### src/rtl/mcp3x08_pkg.sv
// Shared types, SPI command bit positions and helpers for the MCP3x08 scan master.
package mcp3x08_pkg;

   typedef enum logic [1:0] {IDLE, XFER, FINISH, CSH_WAIT} state_t;

   // Rising-edge index (1-based) of each command bit and of the ADC null bit
   localparam int START_SCK_IDX = 1;
   localparam int SGL_SCK_IDX   = 2;
   localparam int D2_SCK_IDX    = 3;
   localparam int D1_SCK_IDX    = 4;
   localparam int D0_SCK_IDX    = 5;
   localparam int NULL_SCK_IDX  = 7;

   function automatic int frame_len(input int data_w);
      return 7 + data_w;
   endfunction

   function automatic logic cmd_bit(input int idx, input logic diff, input logic [2:0] ch,
                                    input int num_ch);
      logic b;
      b = 1'b0;
      case (idx)
         START_SCK_IDX: b = 1'b1;
         SGL_SCK_IDX:   b = ~diff;
         D2_SCK_IDX:    b = (num_ch == 8) ? ch[2] : 1'b0;
         D1_SCK_IDX:    b = ch[1];
         D0_SCK_IDX:    b = ch[0];
         default:       b = 1'b0;
      endcase
      return b;
   endfunction

   // Lowest set channel at or above 'from'; bit 3 of the result flags a hit
   function automatic logic [3:0] find_ch(input logic [7:0] mask, input logic [3:0] from);
      logic [3:0] r;
      r = 4'd0;
      for (int i = 7; i >= 0; i--) begin
         if (mask[i] && (i >= int'(from))) r = {1'b1, 3'(i)};
      end
      return r;
   endfunction

endpackage

### src/rtl/spi_sck_strobe.sv
// SCK generator: toggles every CLK_DIV clks while enabled, idles low; rise/fall strobes
// mark the cycle whose closing edge moves SCK. No backpressure; disabling resets phase.
module spi_sck_strobe #(
   parameter int CLK_DIV = 8
) (
   input  logic clk,
   input  logic rst,
   input  logic en_i,
   output logic sck_o,
   output logic rise_o,
   output logic fall_o
);
   localparam int CW = (CLK_DIV > 1) ? $clog2(CLK_DIV) : 1;

   logic [CW-1:0] cnt_q;
   logic          sck_q;
   logic          tick_d;

   assign tick_d = en_i && (cnt_q == CW'(CLK_DIV - 1));
   assign rise_o = tick_d && !sck_q;
   assign fall_o = tick_d && sck_q;
   assign sck_o  = sck_q;

   always_ff @(posedge clk or posedge rst) begin
      if (rst) begin
         cnt_q <= '0;
         sck_q <= 1'b0;
      end else if (!en_i) begin
         cnt_q <= '0;
         sck_q <= 1'b0;
      end else if (tick_d) begin
         cnt_q <= '0;
         sck_q <= ~sck_q;
      end else begin
         cnt_q <= cnt_q + CW'(1);
      end
   end

endmodule

### src/rtl/mcp3x08_scan_master.sv
// SPI scan master for MCP3004/3008/3204/3208: one tagged result per enabled channel every
// 2*CLK_DIV*(7+DATA_W)+1+CSH_CYCLES clks, no backpressure; MCP3X08_NULL_CHECK_EN adds null_err.
module mcp3x08_scan_master
   import mcp3x08_pkg::*;
#(
   parameter int CLK_DIV    = 8,
   parameter int DATA_W     = 10,
   parameter int NUM_CH     = 8,
   parameter int CSH_CYCLES = 16
) (
   input  logic              clk,
   input  logic              rst,
   input  logic              start,
   input  logic              scan_cont,
   input  logic [NUM_CH-1:0] chan_mask,
   input  logic              diff_mode,
   output logic              busy,
   output logic [DATA_W-1:0] data_out,
   output logic [2:0]        data_ch,
   output logic              data_valid,
   output logic              scan_done,
   output logic              null_err,
   input  logic              MISO,
   output logic              MOSI,
   output logic              SCK,
   output logic              CS_n
);
   localparam int FRAME_LEN = frame_len(DATA_W);
   localparam int CSH_W     = $clog2(CSH_CYCLES + 1);

   state_t            state_q;
   logic [7:0]        mask_q;
   logic              diff_q;
   logic [2:0]        ch_q;
   logic [4:0]        bit_q;
   logic [CSH_W-1:0]  csh_q;
   logic [DATA_W-1:0] shift_q;
   logic [DATA_W-1:0] data_out_q;
   logic [2:0]        data_ch_q;
   logic              cs_n_q, mosi_q, busy_q, dv_q, done_q;
   logic              sck_rise, sck_fall;

   logic [7:0] mask_in_d;
   logic [3:0] first_in_d, first_d, next_d;
   logic [4:0] bit_nx_d;

   assign mask_in_d  = 8'(chan_mask);
   assign first_in_d = find_ch(mask_in_d, 4'd0);
   assign first_d    = find_ch(mask_q, 4'd0);
   assign next_d     = find_ch(mask_q, {1'b0, ch_q} + 4'd1);
   assign bit_nx_d   = bit_q + 5'd1;

   spi_sck_strobe #(.CLK_DIV(CLK_DIV)) u_sck (
      .clk    (clk),
      .rst    (rst),
      .en_i   (state_q == XFER),
      .sck_o  (SCK),
      .rise_o (sck_rise),
      .fall_o (sck_fall)
   );

`ifdef MCP3X08_NULL_CHECK_EN
   logic null_q, nerr_q;
   assign null_err = nerr_q;
`else
   assign null_err = 1'b0;
`endif

   always_ff @(posedge clk or posedge rst) begin
      if (rst) begin
         state_q    <= IDLE;
         mask_q     <= '0;
         diff_q     <= 1'b0;
         ch_q       <= '0;
         bit_q      <= '0;
         csh_q      <= '0;
         shift_q    <= '0;
         data_out_q <= '0;
         data_ch_q  <= '0;
         cs_n_q     <= 1'b1;
         mosi_q     <= 1'b0;
         busy_q     <= 1'b0;
         dv_q       <= 1'b0;
         done_q     <= 1'b0;
`ifdef MCP3X08_NULL_CHECK_EN
         null_q     <= 1'b0;
         nerr_q     <= 1'b0;
`endif
      end else begin
         dv_q   <= 1'b0;
         done_q <= 1'b0;
`ifdef MCP3X08_NULL_CHECK_EN
         nerr_q <= 1'b0;
`endif
         case (state_q)
            IDLE: begin
               if (start && (chan_mask != '0)) begin
                  mask_q  <= mask_in_d;
                  diff_q  <= diff_mode;
                  ch_q    <= first_in_d[2:0];
                  busy_q  <= 1'b1;
                  cs_n_q  <= 1'b0;
                  mosi_q  <= 1'b1;
                  bit_q   <= '0;
                  state_q <= XFER;
               end
            end
            XFER: begin
               if (sck_rise) begin
                  bit_q <= bit_nx_d;
                  if (bit_nx_d > 5'(NULL_SCK_IDX)) shift_q <= {shift_q[DATA_W-2:0], MISO};
`ifdef MCP3X08_NULL_CHECK_EN
                  if (bit_nx_d == 5'(NULL_SCK_IDX)) null_q <= MISO;
`endif
               end
               if (sck_fall) begin
                  // Falling edge after the last rise closes the frame
                  if (bit_q == 5'(FRAME_LEN)) begin
                     state_q    <= FINISH;
                     cs_n_q     <= 1'b1;
                     mosi_q     <= 1'b0;
                     dv_q       <= 1'b1;
                     done_q     <= ~next_d[3];
                     data_out_q <= shift_q;
                     data_ch_q  <= ch_q;
`ifdef MCP3X08_NULL_CHECK_EN
                     nerr_q     <= null_q;
`endif
                  end else begin
                     mosi_q <= cmd_bit(int'(bit_q) + 1, diff_q, ch_q, NUM_CH);
                  end
               end
            end
            FINISH: begin
               csh_q   <= '0;
               state_q <= CSH_WAIT;
            end
            CSH_WAIT: begin
               if (csh_q == CSH_W'(CSH_CYCLES - 1)) begin
                  if (next_d[3] || scan_cont) begin
                     ch_q    <= next_d[3] ? next_d[2:0] : first_d[2:0];
                     cs_n_q  <= 1'b0;
                     mosi_q  <= 1'b1;
                     bit_q   <= '0;
                     state_q <= XFER;
                  end else begin
                     busy_q  <= 1'b0;
                     state_q <= IDLE;
                  end
               end else begin
                  csh_q <= csh_q + CSH_W'(1);
               end
            end
            default: state_q <= IDLE;
         endcase
      end
   end

   assign busy       = busy_q;
   assign data_out   = data_out_q;
   assign data_ch    = data_ch_q;
   assign data_valid = dv_q;
   assign scan_done  = done_q;
   assign MOSI       = mosi_q;
   assign CS_n       = cs_n_q;

endmodule

### config.mk
export PLATFORM = sky130hd
export DESIGN_NAME = mcp3x08_scan_master
export DESIGN_NICKNAME = d
export VERILOG_FILES = /design/src/rtl/mcp3x08_pkg.sv /design/src/rtl/spi_sck_strobe.sv /design/src/rtl/mcp3x08_scan_master.sv
export SDC_FILE = /design/constraint.sdc
export NUM_CORES = 1
export LEC_CHECK = 0
export ABC_AREA = 0
export ABC_CLOCK_PERIOD_IN_PS = 2200
export CORE_UTILIZATION = 45
export DETAILED_ROUTE_END_ITERATION = 6
export GPL_TIMING_DRIVEN = 0
export PLACE_DENSITY_LB_ADDON = 0.1
export SYNTH_ARGS = -nofsm -noshare
export SYNTH_HDL_FRONTEND = slang
export SYNTH_SLANG_ARGS = --single-unit
### constraint.sdc
create_clock -name clk -period 2.2 [get_ports clk]
set_input_delay 0.22 -clock clk [delete_from_list [all_inputs] [get_ports clk]]
set_output_delay 0.22 -clock clk [all_outputs]
set_load 0.02 [all_outputs]
* Word-level counts from Yosys, hierarchy flattened *
Index checks and enable logic that the tools add are counted.

storage, ports and cells
  register bits = 56
  input bits = 14
  output and inout bits = 20
  word-level logic and storage cells = 150

cells by class
  add/sub/neg operators = 5
  order comparisons = 9
  equal/unequal tests = 20
  multiplexer cells = 68
  bitwise operators = 3
  reduce and logical (&&, ||, !) cells = 29

operators by type and width
  kind                                                               number
  two-way mux 3 bit                                                  22
  two-way mux 4 bit                                                  8
  two-way mux 5 bit                                                  5
  two-way mux 1 bit                                                  21
  inequality test 2 bit (second input constant)                      9
  greater-or-equal comparator 3 x 4 -> 1 bit (first input constant)  4
  one-hot mux 5 bit (3 select lines)                                 1
  equality test 6 x 2 -> 1 bit (second input constant)               2
  equality test 6 x 3 -> 1 bit (second input constant)               2
  logical AND 1 bit                                                  12
  AND reduction 4 bit                                                3
  adder 5 x 1 -> 5 bit (second input constant)                       2
  one-hot mux 5 bit (2 select lines)                                 1
  AND reduction 5 bit                                                2
  greater-or-equal comparator 1 x 4 -> 1 bit (first input constant)  2
  greater-or-equal comparator 2 x 4 -> 1 bit (first input constant)  2
  two-way mux 2 bit                                                  4
  one-hot mux 2 bit (4 select lines)                                 1
  nonzero test 8 bit                                                 1
  adder 5 x 1 -> 6 bit (second input constant)                       1
  equality test 6 x 1 -> 1 bit (second input constant)               1
  one-hot mux 1 bit (3 select lines)                                 2
  one-hot mux 3 bit (2 select lines)                                 1
  AND reduction 3 bit                                                2
  other kinds (18)                                                   23

* Depth between registers and ports, before layout *
  word-level depth = 15
  gate-level depth with buffers = 9
  mapped depth without buffers = 8

* By module *
Synthesis repeated with hierarchy kept, for this count alone.

second synthesis, totals
  cell total of the unflattened synthesis = 295
  area total of the unflattened synthesis = 3,174.3 sq um

by module, submodules not included
  module               times used  cells an instance  area each (sq um)  seq. area each (sq um)
  mcp3x08_scan_master  1           280                2,991.6            1,302.5
  spi_sck_strobe       1           15                 182.7              100.1

* Least setup slack after synthesis *
OpenSTA, ideal clock, no wires.

  path type = reg-to-reg
  start point = register ch_q[1]
  end point = register cs_n_q, in the netlist CS_n
  setup time = 85 ps
  arrival = 2,172 ps
  required time = 2,115 ps
  setup slack = -57 ps
  cell stages (with the launch flop) = 10
  path buffers = 1
  clock period less this slack = 2,257 ps
  cell sequence = dfrtp_1 inv_1 ha_1 or3b_1 o211ai_2 nand3_2 or2_0 buf_2 o211ai_2 mux2_1

between the ends
  longest elaborated chain between the ends = 14
  elaborated cells between the ends (all ways) = 28
  those cells by class = add/sub (1); order compare (8); eq/ne (1); mux (8); reduce/logical (10)

RTL lines
  element                                     line                        text
  start, declared                             mcp3x08_scan_master.sv:34   logic [2:0] ch_q;
  start signal, assigned                      mcp3x08_scan_master.sv:100  ch_q <= first_in_d[2:0];
  start signal, assigned                      mcp3x08_scan_master.sv:141  ch_q <= next_d[3] ? next_d[2:0] : first_d[2:0];
  adder 3 x 1 -> 4 bit (*)                    mcp3x08_scan_master.sv:50   assign next_d = find_ch(mask_q, {1'b0, ch_q} + 4'd1);
  greater-or-equal comparator 3 x 4 -> 1 bit  mcp3x08_pkg.sv:38           if (mask[i] && (i >= int'(from))) r = {1'b1, 3'(i)};
  logical AND 1 bit                           mcp3x08_pkg.sv:38
  two-way mux 4 bit (7 in series)             mcp3x08_pkg.sv:38
  two-way mux 4 bit (*)                       mcp3x08_pkg.sv:38
  logical OR 1 bit (*)                        mcp3x08_scan_master.sv:140  if (next_d[3] || scan_cont) begin
  inequality test 2 bit (no line) (*)         n/a
  AND reduction 6 bit (no line) (*)           n/a
  end signal, assigned                        mcp3x08_scan_master.sv:102  cs_n_q <= 1'b0;
  end signal, assigned                        mcp3x08_scan_master.sv:120  cs_n_q <= 1'b1;
  end signal, assigned                        mcp3x08_scan_master.sv:142  cs_n_q <= 1'b0;
  end, declared                               mcp3x08_scan_master.sv:40   logic cs_n_q, mosi_q, busy_q, dv_q, done_q;

Every way passes the cells marked *; elsewhere a longest branch is shown, timed or not.
A chain may end at the register's enable or synchronous reset.

* Final worst setup path *
  start point = register ch_q[0]
  end point = register busy_q, in the netlist busy

between the ends
  longest elaborated chain between the ends = 14
  elaborated cells between the ends (all ways) = 28
  those cells by class = add/sub (1); order compare (8); eq/ne (1); mux (8); reduce/logical (10)

RTL lines
  element                                     line                        text
  adder 3 x 1 -> 4 bit (*)                    mcp3x08_scan_master.sv:50
  greater-or-equal comparator 3 x 4 -> 1 bit  mcp3x08_pkg.sv:38
  logical AND 1 bit                           mcp3x08_pkg.sv:38
  two-way mux 4 bit (7 in series)             mcp3x08_pkg.sv:38
  two-way mux 4 bit (*)                       mcp3x08_pkg.sv:38
  logical OR 1 bit (*)                        mcp3x08_scan_master.sv:140
  inequality test 2 bit (no line) (*)         n/a
  AND reduction 4 bit (no line) (*)           n/a
  end signal, assigned                        mcp3x08_scan_master.sv:82   busy_q <= 1'b0;
  end signal, assigned                        mcp3x08_scan_master.sv:101  busy_q <= 1'b1;
  end signal, assigned                        mcp3x08_scan_master.sv:147  busy_q <= 1'b0;
  end, declared                               mcp3x08_scan_master.sv:40

Marks and branches as above.

==> summary.txt <==
Floorplanning
  • Starting Density: 0.474
  • Die ar.: approximately 0.0071 mm2
  • Die span in x: roughly 85 um
  • Die Ht: 84.5 um
  • Site Rows: 29
  • Core ar.: ~0.0065 mm2
  • I/O pin total: 34

Routing
  • DRC errors left: 6
  • Detailed-route via count: between 2k and 2.5k
  • Vias per cell: ~5.5
  • Total wire length: roughly 6500 um
  • First DRT Iteration DRCs: 86
  • Routed Antenna Nets: 0
  • Wire per inst: approximately 15 um
  • 1st-pass router iterations: 6

Final layout
  • Nets: between 400 and 500
  • Sequential cell area: ~0.0014 mm2
  • Cell Count, Final, Fillers Out: 448
  • Antenna diodes: 0
  • Layout Area Growth over Synthesis: 29.2%
  • Share of layout cells above drive strength 1: 0.264
  • Fill cells: approximately 560
  • Post-route core utilization: 0.613
  • Area of the multi-input gates: between 0.0015 and 0.002 mm2
  • Final Cell Area: 0.00396 mm2

Logic synthesis
  • Top cells by area in the synthesized netlist: dfrtp_1 (45%), ha_1 (6.9%), nand2_1 (6.3%)
  • Cell Area, Synth: 0.00306 mm2
  • Yosys warnings: 0
  • Largest area contributor in the netlist: dfrtp_1
  • Avg Cell Area, Syn: around 9.8 um2
  • Synth unique cells: roughly 60
  • Synth Register Bits: 56
  • Post-synthesis sequential area ratio: 0.458
  • Area share of the largest cell type after synthesis: 0.449
  • Ys flop type: dfrtp_1
  • Post-Syn Instances: 311
  • Asr flop ratio synth: 1.00
  • Syn Nets: around 340
  • Post-synth EDFFs: 0

Critical path
  • CP max FO: 6
  • Cell family contributing the most delay on the critical path: simple AND/OR/NAND/NOR gates
  • Crit path DAT: approximately 2600 ps
  • Worst Path Required: roughly 2400 ps
  • CP max-delay cell: dfrtp_2
  • FF-to-FF setup slack: -160 ps
  • Critical path cell sequence: inv_2 -> ha_4 -> or3b_4 -> o211ai_4 -> nand3_4 -> or2_0 -> buf_4 -> buf_4 -> o31ai_2 -> o21ai_1
  • Worst path most repeated cell: buf_4
  • Critical Path End Type: flip-flop
  • CP Class: flip-flop to flip-flop
  • Worst Path Buf+Inv: 3
  • Largest stage delay, worst path: 480 ps
  • Startpoint Class: flip-flop

CTS
  • Clock Sinks: 56
  • CTS buffer count: 5
  • Clock Latency Late Sink: roughly 310 ps
  • Root buffer cell: clkbuf_8
  • Clk buf depth: 2
  • Clock slew at reported path FFs: 110 ps
  • H-tree levels: 2
  • CTS tree: done

STA
  • Clock skew: between 9 and 10 ps
  • Minimum clock period: 2360 ps
  • Post-route setup TNS: -932 ps
  • Slack of the critical path: -155 ps
  • Final Hold Viols: 0
  • Setup-failing EPs final: 11
  • Period utilization: 1.07
  • Slew HR: 0.489
  • Worst Tran Pin Value: 766 ps
  • RSZ-0062 raised after global routing: yes
  • Final max-slew violation count: 0
  • Max Clk Rate: between 400 and 500 MHz

Pwr
  • P_leak: roughly 1.9 nW
  • P per Cell Area: approximately 430 mW/mm2
  • Peak VDD IR: between 0.3 and 0.4 mV

Place
  • DP HPWL: ~4400 um
  • Cells after DPL: ~420
  • DP Area: 0.00351 mm2
  • Routability cong.: between 0.7 and 0.8
  • Post-Place Setup Slack: -349 ps
  • I/O Buffers: 32

GRT
  • Initial antenna violation count: 0
  • GRT Total Usage: 0.188
  • Largest net degree at the start of global routing: 36
  • Number of global-route vias before repair: 2355
  • Grt ovf: 0
  • First-pass GRT wire length: roughly 11000 um

Status
  • Status: finished, violations left
  • Violated checks: DRC, setup timing

Flow run
  • Max-cap viol count: 0

Worst hold path
  • Hold WC Path Type: primary input to asynchronous set/reset pin
==> layout make-up <==
type                    instances  share of cell area
flip-flops and latches         56               0.355
plain buffers                  10              0.0142
multi-input cells             220               0.431
clock inverters                 3             0.00727
clock buffers                   5              0.0174
inverters                      23              0.0218
repair buffers                 54               0.129
well taps                      77              0.0243
==> state kept, by name (all words and copies together), names as in the netlist <==
name / flops
CS_n: 1
mask_q: 8
busy: 1
data_valid: 1
state_q: 2
bit_q: 5
u_sck.cnt_q: 3
data_out: 10
csh_q: 5
scan_done: 1
MOSI: 1
ch_q: 3
diff_q: 1
shift_q: 10
u_sck.sck_o: 1
data_ch: 3
==> cell families (layout without fill, tap and decap cells) <==
| family | count (synthesis) | after routing | synth area share |
|---|---|---|---|
| flops | 56 | 56 | 0.458 |
| fa+ha+maj | 17 | 17 | 0.0694 |
| mux | 22 | 22 | 0.0797 |
| simple gates | 104 | 104 | 0.165 |
| compound gates | 71 | 71 | 0.166 |
| xor+xnor | 5 | 5 | 0.0143 |
| buf+inv | 35 | 95 | 0.0470 |
| other cells | 1 | 1 | 0.00122 |
==> path summary, 6_finish.rpt <==
| kind | endpoint | from | depth (start not counted) |
|---|---|---|---|
| max | busy | ch_q[0] | 10 |
| min | data_out[8] | rst | 2 |
| max reg2reg | busy | ch_q[0] | 10 |
| min reg2reg | u_sck.cnt_q[0] | u_sck.cnt_q[0] | 1 |
| max in group asynchronous | ch_q[1] | rst | 3 |
| min in group clk | u_sck.cnt_q[0] | u_sck.cnt_q[0] | 1 |
==> cells in the mapped netlist, types with 2 or more instances <==
| master | number |
|---|---|
| o211ai_2 | 3 |
| clkbuf_1 | 6 |
| a21o_1 | 4 |
| a21oi_2 | 2 |
| o21ai_0 | 16 |
| mux2i_1 | 3 |
| nor2_1 | 17 |
| o31ai_1 | 9 |
| xor2_1 | 3 |
| and3_1 | 4 |
| mux2_2 | 17 |
| inv_1 | 23 |
| or4_1 | 2 |
| nand2_1 | 51 |
| nor3b_1 | 2 |
| buf_4 | 2 |
| buf_2 | 4 |
| dfrtp_1 | 55 |
| a31oi_1 | 3 |
| and3b_1 | 2 |
| a21oi_1 | 12 |
| mux2_1 | 2 |
| nand3b_1 | 2 |
| ha_1 | 17 |
| o21ai_1 | 2 |
| nand4b_1 | 3 |
| xnor2_1 | 2 |
| nand3_1 | 8 |
| nand2b_1 | 3 |
==> where the power goes <==
| group | switching (W) | total, W | internal [W] |
|---|---|---|---|
| clock network | 0.000375 | 0.000617 | 0.000242 |
| logic | 0.0000376 | 0.0000695 | 0.0000320 |
| registers | 0 | 0.00103 | 0.00103 |
| total | 0.000413 | 0.00172 | 0.00130 |
==> layer usage <==
metal | wire length [um] | global-route usage
met1 | 3130 | 0.250
met3 | 195 | 0.0374
met5 | 0 | 0
met2 | 3140 | 0.316
met4 | 89 | 0.0493
==> through the flow <==
stage,hold slack [ps],total power (W)
4_1_cts,375,0.00174
3_5_place_dp,441,0.00112
6_report,351,0.00172
5_1_grt,408,0.00179
2_1_floorplan,370,0.00108
3_3_place_gp,429,0.00111
==> worst reg2reg max path: stages, from the launching register on <==
cell      delay (ps)
dfrtp_2          480
inv_2            100
ha_4             120
or3b_4           390
o211ai_4         230
nand3_4          130
or2_0            210
buf_4            150
buf_4            130
o31ai_2          190
o21ai_1          100
==> placed cells by master, fill, tap and decap left out, drive strengths merged, types with 3 or more instances in the layout <==
master,instances
a21o,4
a21oi,14
a31oi,3
and3,4
buf,27
clkbuf,10
clkdlybuf4s50,32
dfrtp,55
ha,17
inv,26
mux2,19
mux2i,3
nand2,51
nand2b,3
nand3,9
nand4b,3
nor2,17
o211ai,3
o21ai,19
o31ai,10
xor2,3
==> what timing repair did <==
item,in CTS,in global routing
cloned,0,0
hold buffers,0,0
gates resized for setup,24,21
setup buffers,13,8
setup endpoints to repair,22,33
pin swaps,9,9
Power figures use the tool's default switching activity.
